[config.mk]
export PLATFORM = sky130hd
export DESIGN_NAME = mac_sequencer
export DESIGN_NICKNAME = d
export VERILOG_FILES = /design/src/rtl/vecmac_pkg.sv /design/src/rtl/sync_bit.sv /design/src/rtl/mac_sequencer.sv
export SDC_FILE = /design/constraint.sdc
export NUM_CORES = 1
export LEC_CHECK = 0
export BUFFER_PORTS_ARGS = -buffer_cell sky130_fd_sc_hd__buf_4
export CAP_MARGIN = 40
export CORE_MARGIN = 8
export CORE_UTILIZATION = 35
export DETAILED_ROUTE_END_ITERATION = 12
export SLEW_MARGIN = 20
export SYNTH_ARGS = -nofsm -noshare
export SYNTH_HDL_FRONTEND = slang
export SYNTH_HIERARCHICAL = 1
export SYNTH_SLANG_ARGS = --single-unit
[constraint.sdc]
create_clock -name clk -period 2.3 [get_ports clk]
set_input_delay 0.23 -clock clk [delete_from_list [all_inputs] [get_ports clk]]
set_output_delay 0.23 -clock clk [all_outputs]
set_load 0.02 [all_outputs]
[src/rtl/vecmac_pkg.sv]
// Shared types and constants for the vector MAC front-end.
package vecmac_pkg;

  typedef enum logic [2:0] {
    S_IDLE,
    S_ISSUE,
    S_DRAIN,
    S_SETTLE,
    S_ACCUM,
    S_OUTPUT
  } state_t;

  localparam int OP_W        = 4;
  localparam int PROD_W      = 8;
  localparam int CNT_W       = 8;
  localparam int DEF_SETTLE  = 4;
  localparam int DEF_TIMEOUT = 255;

endpackage

[src/rtl/sync_bit.sv]
// Multi-flop synchroniser for a single asynchronous level.
module sync_bit #(
  parameter int   STAGES  = 2,
  parameter logic RST_VAL = 1'b0
) (
  input  logic clk,
  input  logic reset_n,
  input  logic i_d,
  output logic o_q
);

  logic [STAGES-1:0] r_chain;

  always_ff @(posedge clk or negedge reset_n) begin
    if (!reset_n) r_chain <= {STAGES{RST_VAL}};
    else          r_chain <= {r_chain[STAGES-2:0], i_d};
  end

  assign o_q = r_chain[STAGES-1];

endmodule

[src/rtl/mac_sequencer.sv]
// Clocked sequencer for a self-timed 4x4 multiplier: issues operand pairs,
// waits out the Finish pulse, captures products and accumulates a dot product.
module mac_sequencer
  import vecmac_pkg::*;
#(
  parameter int FIN_SYNC = 2,
  parameter int SETTLE   = DEF_SETTLE,
  parameter int TIMEOUT  = DEF_TIMEOUT,
  parameter int ACC_W    = 16
) (
  input  logic              clk,
  input  logic              reset_n,
  input  logic              in_valid,
  output logic              in_ready,
  input  logic [OP_W-1:0]   in_a,
  input  logic [OP_W-1:0]   in_b,
  input  logic              in_last,
  output logic              mul_start,
  output logic [OP_W-1:0]   mul_a,
  output logic [OP_W-1:0]   mul_b,
  input  logic [PROD_W-1:0] mul_o,
  input  logic              mul_finish,
  output logic              out_valid,
  input  logic              out_ready,
  output logic [ACC_W-1:0]  out_sum,
  output logic [CNT_W-1:0]  out_count,
  output logic              out_err
);

  localparam int TW = (TIMEOUT > 1) ? $clog2(TIMEOUT + 1) : 1;
  localparam int SW = (SETTLE > 1) ? $clog2(SETTLE) : 1;

  state_t              r_state, w_next;
  logic [OP_W-1:0]     r_a, r_b;
  logic                r_last;
  logic [PROD_W-1:0]   r_prod;
  logic [ACC_W-1:0]    r_acc;
  logic [CNT_W-1:0]    r_cnt;
  logic                r_err;
  logic [TW-1:0]       r_tmo;
  logic [SW-1:0]       r_set;
  logic                r_seen_low;
  logic                w_fin;
  logic                w_busy;
  logic                w_tmo_hit;
  logic                w_settled;
  logic [ACC_W:0]      w_sum;

  // Resets high so a Finish left over from before reset is ignored until
  // it has been observed low through the whole chain.
  sync_bit #(.STAGES(FIN_SYNC), .RST_VAL(1'b1)) u_fin_sync (
    .clk     (clk),
    .reset_n (reset_n),
    .i_d     (mul_finish),
    .o_q     (w_fin)
  );

  assign w_busy    = (r_state == S_ISSUE) || (r_state == S_DRAIN) || (r_state == S_SETTLE);
  assign w_tmo_hit = w_busy && (r_tmo == TW'(TIMEOUT - 1));
  assign w_settled = (r_set == SW'(SETTLE - 1));
  assign w_sum     = {1'b0, r_acc} + (ACC_W+1)'(r_prod);

  always_ff @(posedge clk or negedge reset_n) begin
    if (!reset_n) r_state <= S_IDLE;
    else          r_state <= w_next;
  end

  always_comb begin
    w_next    = r_state;
    in_ready  = 1'b0;
    mul_start = 1'b0;
    out_valid = 1'b0;
    case (r_state)
      S_IDLE: begin
        in_ready = 1'b1;
        if (in_valid) w_next = S_ISSUE;
      end
      S_ISSUE: begin
        mul_start = 1'b1;
        // Only a rising Finish seen after a low one belongs to this multiply.
        if (w_tmo_hit)                w_next = S_ACCUM;
        else if (w_fin && r_seen_low) w_next = S_DRAIN;
      end
      S_DRAIN: begin
        mul_start = 1'b1;
        if (w_tmo_hit)   w_next = S_ACCUM;
        else if (!w_fin) w_next = S_SETTLE;
      end
      S_SETTLE: begin
        if (w_tmo_hit || w_settled) w_next = S_ACCUM;
      end
      S_ACCUM: w_next = r_last ? S_OUTPUT : S_IDLE;
      S_OUTPUT: begin
        out_valid = 1'b1;
        if (out_ready) w_next = S_IDLE;
      end
      default: w_next = S_IDLE;
    endcase
  end

  always_ff @(posedge clk or negedge reset_n) begin
    if (!reset_n) begin
      r_a        <= '0;
      r_b        <= '0;
      r_last     <= 1'b0;
      r_prod     <= '0;
      r_acc      <= '0;
      r_cnt      <= '0;
      r_err      <= 1'b0;
      r_tmo      <= '0;
      r_set      <= '0;
      r_seen_low <= 1'b0;
    end else begin
      r_seen_low <= (r_state == S_ISSUE) && (r_seen_low || !w_fin);
      case (r_state)
        S_IDLE: begin
          if (in_valid) begin
            r_a    <= in_a;
            r_b    <= in_b;
            r_last <= in_last;
            r_tmo  <= '0;
            r_set  <= '0;
          end
        end
        S_ISSUE, S_DRAIN, S_SETTLE: begin
          r_tmo <= r_tmo + 1'b1;
          if (w_tmo_hit) begin
            r_prod <= '0;
            r_err  <= 1'b1;
          end else if (r_state == S_SETTLE) begin
            r_set <= r_set + 1'b1;
            // mul_o is asynchronous but has been static for SETTLE cycles.
            if (w_settled) r_prod <= mul_o;
          end
        end
        S_ACCUM: begin
          if (w_sum[ACC_W]) begin
            r_acc <= '1;
            r_err <= 1'b1;
          end else begin
            r_acc <= w_sum[ACC_W-1:0];
          end
          if (r_cnt != '1) r_cnt <= r_cnt + 1'b1;
        end
        S_OUTPUT: begin
          if (out_ready) begin
            r_acc <= '0;
            r_cnt <= '0;
            r_err <= 1'b0;
          end
        end
        default: ;
      endcase
    end
  end

  assign mul_a     = r_a;
  assign mul_b     = r_b;
  assign out_sum   = r_acc;
  assign out_count = r_cnt;
  assign out_err   = r_err;

endmodule

==> flow_metrics.tcl <==
set metrics [dict create \
    clock_latency_ns 0.33 \
    power_frac_seq_pct 31.5 \
    drt.antenna.violating_nets 0 \
    async_reset_ff_share_pct 100 \
    multi_input_comb_area_um2 1600 \
    pwr_density_cell_nw_per_um2 1520 \
    cts_buffers 9 \
    io_pins 58 \
    diodes 0 \
    grt_usage_pct 12.7 \
    worst_pin_slew_ns 0.664 \
    ir_drop_uv 607 \
    synth_seq_area_share_pct 46.9 \
    grt_start_max_net_pins 59 \
    seq_area_um2 1450 \
    area_growth_pct 28.0 \
    placementRows 34 \
    drv_cap 0 \
    rsz0062_at_grt "false" \
    cp_num_buf_inv 1 \
    leakage_nw 1.85 \
    setup_viol 0 \
    synth_mux_area_share_pct 0.646 \
    port_buffers 57 \
    syn_area_um2 3100 \
    drive_gt1_share_pct 25.1 \
    pwr-share-clk_pct 17.2 \
    crit_path_max_incr_delay_ns 0.41 \
    wl_per_cell_um 14.4 \
    synth.net_count 361 \
    n_fill_cell 875 \
    crit_chain "ha_1 -> o211ai_1 -> o21ai_1 -> a221oi_2 -> buf_4 -> or4_1 -> a31o_1" \
    power_mw 6.04 \
    skew_ns 0.00753 \
    p_int_mw 3.48 \
    yosys.area_share.adder_pct 5.49 \
    crit_path_start_kind "register" \
    tns_ns 0 \
    p_sw_share_pct 42.4 \
    dieArea_um2 12100 \
    critPathMaxFanout 8 \
    cpMaxStageDelayCell "dfrtp_1" \
    arrival_ns 2.38 \
    synth_compound_area_share_pct 17.1 \
    p_comb_share_pct 51.3 \
    cts.clk_slew.worst_paths_ns 0.07 \
    grt_pass1_wl_um 12200 \
    synthCells 326 \
    cts_tree "built" \
    drc 0 \
    yosys_warnings 6 \
    dieWidth_um 110 \
    ys_types 56 \
    die_height_um 110 \
    yosys_register_bits 58 \
    yosys-top-cells-count "nand2_1, dfrtp_1, a21oi_1" \
    synth_top_family_by_area "simple AND/OR/NAND/NOR gates" \
    routed_wirelength_um 7300 \
    hp-class "in2reg" \
    critPathKind "reg2reg" \
    period_minus_slack_ns 2.16 \
    finalNetCount 429 \
    synth_top_area_cell "dfrtp_1" \
    cts-root-buf "clkbuf_8" \
    maxSlewViolCount 0 \
    synth_area_leaders "dfrtp_1, nand2_1, ha_1" \
    timing.fmax_ghz 0.463 \
    hold_violations 0 \
    p_sw_mw 2.56 \
    cts_num_sinks 58 \
    max_slew_margin_pct 55.7 \
    hpwlAfterDp_um 5320 \
    vias_per_cell 5.13 \
    status "complete, no violations" \
    yosysMostFrequentCell "nand2_1" \
    dr.first_iter.drc_count 111 \
    synth-simple-area-share_pct 23.1 \
    postSynthAreaPerCell_um2 9.51 \
    worst_setup_path_end_kind "register" \
    overflow 0 \
    synth_xor_area_share_pct 4.52 \
    num_vias 2603 \
    start_util_pct 35.7 \
    synth_edf_count 0 \
    postCtsSetupBuffers 0 \
    crit_family "compound AO/OA/AOI/OAI gates" \
    required_ns 2.52 \
    finalCritPeriodShare_pct 94.0 \
    gp_congestion 0.804 \
    dr.pass1.iters 4 \
    clockBufferDepth 2 \
    core_area_um2 8680 \
    grt_pass1_vias 2628 \
    synth_top_cell_area_share_pct 45.2 \
    ys.flop_type "dfrtp_1" \
    htree_num_levels 3 \
    antenna_found_initial 0 \
]
[what timing repair did]
item,CTS,global route
endpoints found under the hold margin,57,0
hold buffers,2,0
setup endpoints to repair,0,7
gates resized for setup,0,4
[power by group through the flow]
stage                     clock network [mW]  logic [mW]  registers [mW]
after global routing                    1.13        3.42            1.98
after detailed placement                   0        3.07            1.92
after global placement                     0        3.03            1.90
after CTS                               1.08        3.08            1.90
final                                   1.04        3.10            1.90
after floorplan                            0        1.85            2.10
[worst paths after layout]
path                       cells after the start                  start                    end  slack, ns
max reg2reg                                    7             out_sum[2]            out_sum[15]       0.14
max in group asynchronous                      3                reset_n  u_fin_sync/r_chain[0]       1.57
min                                            3                in_a[1]               mul_a[1]       0.09
min in group asynchronous                      3                reset_n           out_count[3]       0.43
max                                            7             out_sum[2]            out_sum[15]       0.14
min reg2reg                                    0  u_fin_sync/r_chain[0]  u_fin_sync/r_chain[1]       0.35
[per-layer routing]
layer,track usage (%),up-vias,share of wire [%]
met4,3.33,0,0.56
met2,20.4,61,47
li1,-,1308,-
met1,15.5,1228,46
met3,5.23,6,7.1
met5,0,-,0
[cell usage in the layout, fill, tap and decap left out, types with 3 or more instances in the layout]
cell type,instances
a21o_1,5
xor2_1,14
and4_1,3
nor2_1,18
a21oi_1,24
clkbuf_8,10
dfrtp_1,56
nand3_1,14
inv_1,3
nand2b_1,3
o21ai_0,6
a211oi_1,5
and2_1,6
buf_4,67
nand4_1,5
a31oi_1,8
nand2_1,67
ha_1,11
o311ai_0,3
a221oi_2,3
o211ai_1,7
and3_1,6
nor3_1,6
[sequential cells by signal (all words and copies together) (netlist names), 2 cells and up]
register and cells:
mul_a 4, mul_b 4, out_count 8, out_sum 16, r_prod 8, r_set 2
r_state 3, r_tmo 8, u_fin_sync/r_chain 2
[worst min-delay path, stage by stage]
cell	delay, ns
buf_4	0.07
nand2_1	0.04
nand2_1	0.04
[through the flow]
stage	std cells	utilization (%)	hold slack, ns	setup slack [ns]	area [µm²]
after detailed placement	488	42.5	0.341	0.0608	3690
final	507	45.7	0.0896	0.139	3970
after CTS	506	45.2	0.0690	0.0366	3930
after floorplan	326	-	-0.0656	0.0202	3110
after global routing	507	45.7	0.0726	0.0226	3970
after global placement	488	42.5	0.340	0.0765	3690
[kinds of logic after synthesis]
family	after synthesis
buffers and inverters	16
AO/OA/AOI/OAI	75
adder cells (fa/ha/maj)	13
AND/OR/NAND/NOR	146
multiplexers	2
flip-flops	58
XOR/XNOR	16
[final cells by class]
cell class | instances | share of cell area, %
tap | 108 | 3.40
inverter | 3 | 0.284
multi-input combinational | 252 | 40.3
clock inverter | 5 | 1.95
clock buffer | 11 | 3.56
sequential | 58 | 36.6
timing repair buffer | 70 | 13.9
(Power assumes the default switching activity.)
